--- src/rtl/serial_adder_pkg.sv ---
// Shared definitions for the serial adder front end (operand serializer)
// and back end (sum deserializer).
package serial_adder_pkg;

  localparam int SA_WIDTH = 8;

  typedef enum logic [1:0] {
    IDLE  = 2'd0,
    SHIFT = 2'd1,
    HOLD  = 2'd2
  } state_t;

  // Width of a counter that must reach WIDTH-1.
  function automatic int cnt_w(input int width);
    return $clog2(width);
  endfunction

endpackage

--- src/rtl/serial_sum_deser.sv ---
// Receive-side deserializer: collects the LSB-first sum bits and final carry
// from the serial adder into one {carry, sum} word and offers it downstream
// over a valid/ready handshake.
module serial_sum_deser
  import serial_adder_pkg::*;
#(
  parameter int WIDTH = SA_WIDTH
) (
  input  logic             clk,
  input  logic             rst,
  input  logic             start,
  input  logic             sum_bit,
  input  logic             cout,
  input  logic             sum_ready,
  output logic [WIDTH:0]   sum_word,
  output logic             sum_valid,
  output logic             busy,
  output logic             frame_err,
  output logic             overrun
);

  if (WIDTH < 2) begin : g_width_check
    $error("serial_sum_deser: WIDTH must be at least 2");
  end

  localparam int            CW       = cnt_w(WIDTH);
  localparam int            SRW      = WIDTH - 1;
  localparam logic [CW-1:0] LAST_CNT = CW'(WIDTH - 1);

  state_t          state_q, state_d;
  logic [CW-1:0]   bit_cnt_q, bit_cnt_d;
  logic [CW-1:0]   skip_q, skip_d;
  logic [SRW-1:0]  sr_q, sr_d;
  logic [SRW-1:0]  sr_first;
  logic [WIDTH:0]  word_q, word_d;
  logic            ferr_q, ferr_d;
  logic            ovr_q, ovr_d;
  logic            start_ok;

  // A start is only meaningful once the bits of a dropped frame have passed.
  assign start_ok = start && (skip_q == '0);

  // Next-state logic: frame capture, restart on stray start, hold/handshake.
  // The shift register keeps only bits 0..WIDTH-2; the MSB and carry are
  // merged straight into the result word in the last bit cycle.
  always_comb begin
    state_d   = state_q;
    bit_cnt_d = bit_cnt_q;
    skip_d    = skip_q;
    sr_d      = sr_q;
    word_d    = word_q;
    ferr_d    = ferr_q;
    ovr_d     = ovr_q;

    sr_first            = '0;
    sr_first[WIDTH-2]   = sum_bit;

    if (skip_q != '0) begin
      skip_d = skip_q - 1'b1;
    end

    unique case (state_q)
      IDLE: begin
        if (start_ok) begin
          sr_d      = sr_first;
          bit_cnt_d = CW'(1);
          state_d   = SHIFT;
        end
      end

      SHIFT: begin
        if (start_ok) begin
          // Partial frame is abandoned; this cycle's bit becomes bit 0.
          ferr_d    = 1'b1;
          sr_d      = sr_first;
          bit_cnt_d = CW'(1);
        end else if (bit_cnt_q == LAST_CNT) begin
          word_d    = {cout, sum_bit, sr_q};
          bit_cnt_d = '0;
          state_d   = HOLD;
        end else begin
          sr_d      = SRW'({sum_bit, sr_q} >> 1);
          bit_cnt_d = bit_cnt_q + 1'b1;
        end
      end

      HOLD: begin
        if (sum_ready) begin
          if (start_ok) begin
            sr_d      = sr_first;
            bit_cnt_d = CW'(1);
            state_d   = SHIFT;
          end else begin
            state_d   = IDLE;
          end
        end else if (start_ok) begin
          // No room for the new frame: flag it and skip its remaining bits.
          ovr_d  = 1'b1;
          skip_d = LAST_CNT;
        end
      end

      default: begin
        state_d = IDLE;
      end
    endcase
  end

  // State, counters, shift register, result word and sticky flags.
  always_ff @(posedge clk) begin
    if (rst) begin
      state_q   <= IDLE;
      bit_cnt_q <= '0;
      skip_q    <= '0;
      sr_q      <= '0;
      word_q    <= '0;
      ferr_q    <= 1'b0;
      ovr_q     <= 1'b0;
    end else begin
      state_q   <= state_d;
      bit_cnt_q <= bit_cnt_d;
      skip_q    <= skip_d;
      sr_q      <= sr_d;
      word_q    <= word_d;
      ferr_q    <= ferr_d;
      ovr_q     <= ovr_d;
    end
  end

  assign sum_word  = word_q;
  assign sum_valid = (state_q == HOLD);
  assign busy      = (state_q == SHIFT);
  assign frame_err = ferr_q;
  assign overrun   = ovr_q;

endmodule

--- config.mk ---
export PLATFORM = sky130hd
export DESIGN_NAME = serial_sum_deser
export DESIGN_NICKNAME = d
export VERILOG_FILES = /design/src/rtl/serial_adder_pkg.sv /design/src/rtl/serial_sum_deser.sv
export SDC_FILE = /design/constraint.sdc
export NUM_CORES = 1
export LEC_CHECK = 0
export ABC_AREA = 0
export CAP_MARGIN = 20
export CORE_ASPECT_RATIO = 1.25
export CORE_UTILIZATION = 55
export CTS_BUF_LIST = sky130_fd_sc_hd__clkbuf_4 sky130_fd_sc_hd__clkbuf_8 sky130_fd_sc_hd__clkbuf_16
export CTS_CLUSTER_DIAMETER = 30
export DETAILED_ROUTE_END_ITERATION = 8
export PLACE_DENSITY = 0.82
export SYNTH_ARGS = -nofsm -noshare
export SYNTH_HDL_FRONTEND = slang
export SYNTH_SLANG_ARGS = --single-unit
--- constraint.sdc ---
create_clock -name clk -period 2.6 [get_ports clk]
set_clock_uncertainty 0.05 [all_clocks]
set_input_delay 0.39 -clock clk [delete_from_list [all_inputs] [get_ports clk]]
set_output_delay 0.39 -clock clk [all_outputs]
set_load 0.01 [all_outputs]
==> results of run 1 <==
-- final cells by class --
class / instances / area (um^2) / share of cell area, %
Multi-Input combinational cell: 76 / 561 / 41.5
Sequential cell: 26 / 520 / 38.6
Timing Repair Buffer: 20 / 195 / 14.5
Inverter: 7 / 26.3 / 1.95
Tap cell: 20 / 25.0 / 1.85
Clock buffer: 3 / 22.5 / 1.67
-- per-layer routing --
layer | wire [um] | vias to the layer above | GRT usage (%) | share of wire [%]
met5 | 0 | - | 0 | 0
met4 | 35 | 0 | 9.38 | 1.7
met3 | 83 | 5 | 2.41 | 3.9
met2 | 1160 | 21 | 37.1 | 55
met1 | 836 | 414 | 21.9 | 40
li1 | - | 436 | - | -
-- cell usage in the layout (no fill, tap or decap), types with 2 or more instances in the layout --
cell type / n
o32ai_1: 2
buf_4: 2
ha_1: 4
mux2i_1: 16
nand2_1: 19
a21oi_1: 5
nand2b_1: 2
dfxtp_1: 26
clkbuf_4: 3
clkdlybuf4s50_1: 18
nor2_1: 4
inv_1: 6
nand4_1: 6
-- sequential cells by signal, summed over array words and instances, names as in the netlist --
| signal | cells |
|---|---|
| bit_cnt_q | 3 |
| skip_q | 3 |
| sum_word | 9 |
| frame_err | 1 |
| sr_q | 7 |
| state_q | 2 |
| overrun | 1 |
-- critical path, delay by kind of cell, from the launching register on --
family / cells / cell delay, ns
buf+inv: 1 / 0.61
flops: 1 / 0.40
simple gates: 1 / 0.47
-- worst max path at each step --
stage                 startpoint      end  slack, ns  cells after the start
floorplan           bit_cnt_q[0]  sr_q[0]       0.94                      5
global placement           start  sr_q[0]       0.60                      4
detailed placement         start  sr_q[5]       0.54                      4
CTS                   state_q[1]     busy       0.37                      2
global route          state_q[1]     busy       0.29                      2
finish                state_q[1]     busy       0.35                      2
-- through the flow --
step	power, mW	setup slack (ns)	cells
after floorplan	0.762	0.937	114
after global placement	0.800	0.598	149
after detailed placement	0.820	0.539	149
after CTS	0.983	0.373	152
after global routing	1.04	0.289	152
final	0.979	0.350	152
-- kinds of logic (layout without fill, tap and decap cells) --
group / after synthesis / in the layout / share of synthesized area [%]
DFF: 26 / 26 / 45.8
xor gates and xnor gates: 1 / 1 / 0.770
AOI/OAI and AO/OA: 14 / 14 / 10.5
muxes: 17 / 17 / 15.1
adders and majority gates: 4 / 4 / 4.40
buffers and inverters: 12 / 30 / 4.95
and+or+nand+nor: 40 / 40 / 18.6
-- power groups by stage --
stage | Combinational [mW] | Clock, mW | Sequential [mW]
final | 0.342 | 0.168 | 0.468
after global routing | 0.380 | 0.182 | 0.476
after CTS | 0.346 | 0.170 | 0.468
after detailed placement | 0.344 | 0 | 0.477
after global placement | 0.328 | 0 | 0.473
after floorplan | 0.291 | 0 | 0.471
==> flow_summary.json, run 1 <==
{
  "crit_fanout": 12,
  "hold_class": "reg -> reg",
  "clock_path_buffers": 2,
  "clock.fmax_mhz": 444,
  "numCtsBuffers": 3,
  "hp-start": "overrun",
  "fillCellCount": 174,
  "critical-path-max-stage-delay_ns": 0.61,
  "crit_path_start_kind": "register",
  "synth_flop_cell": "dfxtp_1",
  "fin_crit_sh_pct": 86.5,
  "clock-sinks": 26,
  "p_comb_share_pct": 34.9,
  "fin_nets": 144,
  "synth_common_cells": "26 x dfxtp_1, 19 x nand2_1, 16 x mux2i_1",
  "syn-cell-area_um2": 1140,
  "maxSlewHeadroom_pct": 61.7,
  "holdPathStages": 2,
  "path_cells": "and2b_1 > clkdlybuf4s50_1",
  "synth_cells": 114,
  "htreeDepth": 1,
  "yosys-top-cells-area": "dfxtp_1 46%, mux2i_1 14%, nand2_1 6.3%",
  "synth_async_sr_flop_share_pct": 0,
  "cp-end-kind": "output port",
  "p_clk_share_pct": 17.2,
  "hold_buffers": 0,
  "sw_frac_of_total_pct": 32.8,
  "hold_viol_final": 0,
  "finalSetupViolations": 0,
  "syn2layout_area_growth_pct": 18.7,
  "grt_max_degree": 27,
  "yosysTopAreaCell": "dfxtp_1",
  "cp_data_arrival_time_ns": 1.81,
  "synth-seq-cells": 26,
  "synth_fp_nets": 124,
  "wl_per_cell_um": 13.9,
  "grt_pass1_vias": 792,
  "rsz0062_at_grt": "no",
  "worstSetupPathType": "reg -> out",
  "dr.pass1.iters": 4,
  "worst_pin_slew_ns": 0.573,
  "rrSetupSlack_ns": 0.74,
  "setup_tns_ns": 0,
  "final_util_pct": 68.9,
  "die_area_um2": 2250,
  "p_per_area_nw_per_um2": 725,
  "min_period_ns": 2.25,
  "drive_gt1_share_pct": 9.09,
  "worstRegToRegCells": 5,
  "die_h_um": 52.8,
  "floorplan.rows": 18,
  "gp_congestion": 0.703,
  "yosys_warnings": 0,
  "clk_latency_ns": 0.32,
  "critPathSlowestCell": "clkdlybuf4s50_1",
  "numPortBuffers": 18,
  "start_util_pct": 58.0,
  "drv_slew": 0,
  "root_buffer": "clkbuf_4",
  "power.switching_mw": 0.321,
  "synth_edf_count": 0,
  "crit_required_ns": 2.16,
  "drc": 0,
  "r2r-end": "sr_q[5]",
  "place_hpwl_um": 1610,
  "grt_pass1_wl_um": 3350,
  "cts_resized": 0,
  "num_antenna_cells": 0,
  "ys_types": 32,
  "worstHoldEndpoint": "overrun",
  "core_um2": 1960,
  "cts_setup_buffers": 0,
  "stdcell_area_um2": 1350,
  "ant_nets": 0,
  "drt_iter0_drc": 16,
  "grt_antenna_before_repair": 0,
  "outcome": "finished, final reports clean",
  "r2r-start": "bit_cnt_q[0]",
  "p_leak_nw": 0.555,
  "grt_use_total_pct": 19.9,
  "die_x_um": 42.7,
  "seqPwrFrac_pct": 47.8,
  "yosysMostFrequentCell": "dfxtp_1",
  "vias_per_cell": 5.76,
  "placed_area_um2": 1330,
  "path_clk_slew_ns": 0.13,
  "wl_um": 2110,
  "synth_top_cell_area_share_pct": 45.8,
  "synth_seq_area_share_pct": 45.8,
  "vdd_drop_max_mv": 0.441,
  "num_vias": 876,
  "cts_tree": "built",
  "whs_ns": 0.421,
  "overflow": 0,
  "drv_cap": 0,
  "syn_area_per_cell_um2": 9.98,
  "intPower_mw": 0.657,
  "ios": 19
}
Power figures use the tool's default switching activity.
==> inputs of run 2 (changes only) <==
CORE_UTILIZATION = 46   (was 55)
PLACE_DENSITY = 0.73   (was 0.82)
clock period = 2.06 ns   (was 2.6 ns; I/O delays follow)
==> run 2 against run 1 <==
Net effect: via count is 1.4% lower; power grew 31%; highest routed layer unchanged; setup slack worse by 0.17 ns; sequential share of layout area fell by 1.2 points; sequential cell count stayed put; core utilization fell by 7.2 points; critical path depth is the same; sequential power is 26% higher; non-clock buffer count rose by 2; critical endpoint unchanged; count of clock-buffer cells in the layout up 1; final cell count grew 9.2%; design area rose by 3.2%.
==> flow_summary.json, run 2 (synthesis results as in run 1) <==
{
  "wl_um": 2030,
  "floorplan.rows": 19,
  "mostFrequentLayoutCells": "26 x dfxtp_1, 19 x nand2_1, 18 x clkdlybuf4s50_1",
  "drv_cap": 0,
  "core_um2": 2260,
  "maxSlewHeadroom_pct": 70.0,
  "grt_max_degree": 27,
  "worstSetupPathType": "reg -> out",
  "rrSetupSlack_ns": 0.22,
  "crit_required_ns": 1.70,
  "ios": 19,
  "die_x_um": 46.5,
  "drc": 0,
  "intPower_mw": 0.887,
  "drt_iter0_drc": 18,
  "multi_input_area_um2": 561,
  "start_util_pct": 50.4,
  "hold_class": "reg -> reg",
  "dr.pass1.iters": 4,
  "outcome": "finished, final reports clean",
  "hold_viol_final": 0,
  "cts_setup_buffers": 0,
  "p_leak_nw": 0.572,
  "cp-end-kind": "output port",
  "crit_path_start_kind": "register",
  "path_cells": "and2b_1 > clkdlybuf4s50_1",
  "p_comb_share_pct": 34.9,
  "sw_frac_of_total_pct": 31.1,
  "num_vias": 864,
  "clock.fmax_mhz": 531,
  "path_clk_slew_ns": 0.13,
  "numPortBuffers": 18,
  "fillCellCount": 205,
  "clock_path_buffers": 2,
  "grt_use_total_pct": 17.4,
  "layout_commonest_cell": "dfxtp_1",
  "setup_tns_ns": 0,
  "crit_fanout": 7,
  "grt_antenna_before_repair": 0,
  "setup_ws_ns": 0.175,
  "worst_pin_slew_ns": 0.449,
  "cp_top_family": "flip-flops",
  "seq_area_um2": 520,
  "vias_per_cell": 5.20,
  "stdcell_area_um2": 1390,
  "die_area_um2": 2680,
  "post-place-ws_ns": 0.179,
  "vdd_drop_max_mv": 0.612,
  "final_util_pct": 61.7,
  "worst-path-buf-inv": 1,
  "whs_ns": 0.414,
  "critical-path-max-stage-delay_ns": 0.49,
  "finalPower_mw": 1.29,
  "drive_gt1_share_pct": 11.1,
  "numCtsBuffers": 3,
  "power.switching_mw": 0.400,
  "gp_congestion": 0.754,
  "syn2layout_area_growth_pct": 22.4,
  "clk_latency_ns": 0.31,
  "grt_pass1_wl_um": 3480,
  "p_clk_share_pct": 19.3,
  "ant_nets": 0,
  "drv_slew": 0,
  "largest_reg_flops": 9,
  "seqPwrFrac_pct": 45.8,
  "grt_pass1_vias": 848,
  "instances_no_fill": 166,
  "rsz0062_at_grt": "no",
  "die_h_um": 57.6,
  "num_antenna_cells": 0,
  "htreeDepth": 1,
  "cp_data_arrival_time_ns": 1.53,
  "overflow": 0,
  "fin_crit_sh_pct": 91.5,
  "cts_tree": "built",
  "p_per_area_nw_per_um2": 924,
  "cts_resized": 0,
  "hold_buffers": 0,
  "dp.cells": 162,
  "finalSetupViolations": 0,
  "root_buffer": "clkbuf_4",
  "clock-sinks": 26,
  "critPathSlowestCell": "dfxtp_1",
  "placed_area_um2": 1360,
  "wl_per_cell_um": 12.2,
  "place_hpwl_um": 1510,
  "fin_nets": 146,
  "min_period_ns": 1.88
}
-- run 2: power by group through the flow --
stage	clock network (mW)	registers [mW]	logic (mW)
finish	0.248	0.590	0.449
global route	0.279	0.597	0.493
CTS	0.258	0.590	0.454
detailed placement	0	0.602	0.452
global placement	0	0.599	0.436
floorplan	0	0.594	0.368
-- run 2: cell type report --
class                      instances  area share, %
sequential                        26           37.4
timing repair buffer              22           15.1
tap                               31           2.79
multi-input combinational         76           40.3
inverter                           7           1.89
clock buffer                       4           2.61
-- run 2: path summary, 6_finish.rpt --
check                     from       to  cells after the start
setup / recovery    state_q[1]     busy                      2
hold / removal         overrun  overrun                      2
setup reg to reg  bit_cnt_q[0]  sr_q[3]                      5
hold reg to reg        overrun  overrun                      2
-- run 2: per-layer routing --
| layer | routed length [um] | vias up | global-route usage [%] |
|---|---|---|---|
| met3 | 50 | 2 | 1.90 |
| met4 | 17 | 0 | 6.30 |
| met2 | 1040 | 11 | 30.0 |
| li1 | - | 442 | - |
| met1 | 920 | 409 | 21.5 |
| met5 | 0 | - | 0 |
-- run 2: worst register-to-register path: cells and delay by family (launching register included) --
family	cells	cell delay (ns)
and+or+nand+nor	1	0.42
AOI/OAI and AO/OA	1	0.27
DFF	1	0.35
muxes	1	0.23
adders and majority gates	2	0.46
==> inputs of run 3 (changes only) <==
RECOVER_POWER = 25   (was default)
==> run 3 against run 2 <==
Net effect: setup slack lost 0.00091 ns; register-to-register slack is essentially flat; via count is the same; design area shrank 0.27%; clock power is essentially flat; hold slack lost 0.0031 ns; sequential cell count is the same; final cell count is the same; power shrank 0.47%; critical endpoint unchanged; largest power group unchanged.
==> flow_summary.json, run 3 (synthesis results as in run 1) <==
{
  "outcome": "finished, final reports clean",
  "num_antenna_cells": 0,
  "path_clk_slew_ns": 0.13,
  "critPathSlowestCell": "dfxtp_1",
  "p_leak_nw": 0.596,
  "finalPower_mw": 1.28,
  "numPortBuffers": 18,
  "grt_use_total_pct": 17.4,
  "rrSetupSlack_ns": 0.21,
  "syn2layout_area_growth_pct": 22.1,
  "hold_viol_final": 0,
  "largest_reg_flops": 9,
  "cts_tree": "built",
  "vdd_drop_max_mv": 0.614,
  "layout_commonest_cell": "dfxtp_1",
  "p_comb_share_pct": 34.6,
  "instances_no_fill": 166,
  "gp_congestion": 0.754,
  "setup_tns_ns": 0,
  "setup_ws_ns": 0.174,
  "grt_pass1_vias": 848,
  "path_cells": "and2b_1 > clkdlybuf4s50_1",
  "grt_pass1_wl_um": 3480,
  "wl_um": 2030,
  "worstSetupPathType": "reg -> out",
  "intPower_mw": 0.880,
  "fin_nets": 146,
  "vias_per_cell": 5.20,
  "drv_cap": 0,
  "whs_ns": 0.411,
  "drive_gt1_share_pct": 10.4,
  "crit_fanout": 7,
  "worst_pin_slew_ns": 0.467,
  "clock.fmax_mhz": 530,
  "holdPathStages": 2,
  "p_clk_share_pct": 19.4,
  "drc": 0,
  "cp-end-kind": "output port",
  "r2r-end": "sr_q[3]",
  "sw_frac_of_total_pct": 31.3,
  "fin_crit_sh_pct": 91.5,
  "start_util_pct": 50.4,
  "die_area_um2": 2680,
  "die_h_um": 57.6,
  "clock_path_buffers": 2,
  "rsz0062_at_grt": "no",
  "floorplan.rows": 19,
  "cp_data_arrival_time_ns": 1.53,
  "crit_required_ns": 1.70,
  "r2r-start": "bit_cnt_q[0]",
  "place_hpwl_um": 1510,
  "post-place-ws_ns": 0.179,
  "drt_iter0_drc": 19,
  "clk_latency_ns": 0.31,
  "die_x_um": 46.5,
  "power.switching_mw": 0.401,
  "htreeDepth": 1,
  "placed_area_um2": 1360,
  "p_per_area_nw_per_um2": 922,
  "core_um2": 2260,
  "worstHoldEndpoint": "overrun",
  "worstRegToRegCells": 5,
  "crit_path_start_kind": "register",
  "hold_class": "reg -> reg",
  "stdcell_area_um2": 1390,
  "critical-path-max-stage-delay_ns": 0.49,
  "dp.cells": 162,
  "ios": 19,
  "clock-sinks": 26,
  "hp-start": "overrun",
  "ant_nets": 0,
  "cts_setup_buffers": 0,
  "maxSlewHeadroom_pct": 68.9,
  "seqPwrFrac_pct": 46.0,
  "overflow": 0,
  "grt_max_degree": 27,
  "finalSetupViolations": 0,
  "wl_per_cell_um": 12.3,
  "mostFrequentLayoutCells": "26 x dfxtp_1, 19 x nand2_1, 16 x mux2i_1",
  "root_buffer": "clkbuf_4",
  "final_util_pct": 61.5,
  "grt_antenna_before_repair": 0,
  "numCtsBuffers": 3,
  "dr.pass1.iters": 4,
  "drv_slew": 0,
  "min_period_ns": 1.89,
  "num_vias": 864,
  "hold_buffers": 0,
  "cts_resized": 0
}
## run 3: cell types whose count changed in the layout (fill, tap and decap cells not counted)
cell and change:
buf_4 -1, clkbuf_1 +1, clkdlybuf4s50_1 -8, dlygate4sd3_1 +8
## run 3: layout make-up
class / instances / area [um^2]
Fill cell: 207 / 870
Multi-Input combinational cell: 76 / 561
Sequential cell: 26 / 520
Timing Repair Buffer: 22 / 206
Tap cell: 31 / 38.8
Clock buffer: 4 / 36.3
Inverter: 7 / 26.3
## run 3: routing by layer
layer / GRT usage, % / wire length, um
met5: 0 / 0
met4: 6.30 / 17
met3: 1.90 / 60
met2: 30.0 / 1030
met1: 21.5 / 925
## run 3: power groups by stage
stage,combinational (mW),clock [mW],sequential [mW]
floorplan,0.368,0,0.594
global placement,0.436,0,0.599
detailed placement,0.452,0,0.602
CTS,0.454,0.258,0.590
global route,0.487,0.279,0.597
finish,0.443,0.248,0.590
## run 3: worst max-delay path by stage
stage	endpoint	startpoint	slack, ns
3_5_place_dp	sr_q[0]	start	0.18
3_3_place_gp	sr_q[0]	start	0.25
6_report	busy	state_q[1]	0.17
5_1_grt	sr_q[0]	bit_cnt_q[0]	0.11
2_1_floorplan	sr_q[0]	bit_cnt_q[0]	0.40
4_1_cts	sum_valid	state_q[1]	0.17
## run 3: worst max-delay path: cells and delay by family, from the launching register on
kind | cells | cell delay [ns]
buffers and inverters | 1 | 0.48
flip-flops | 1 | 0.49
AND/OR/NAND/NOR | 1 | 0.25
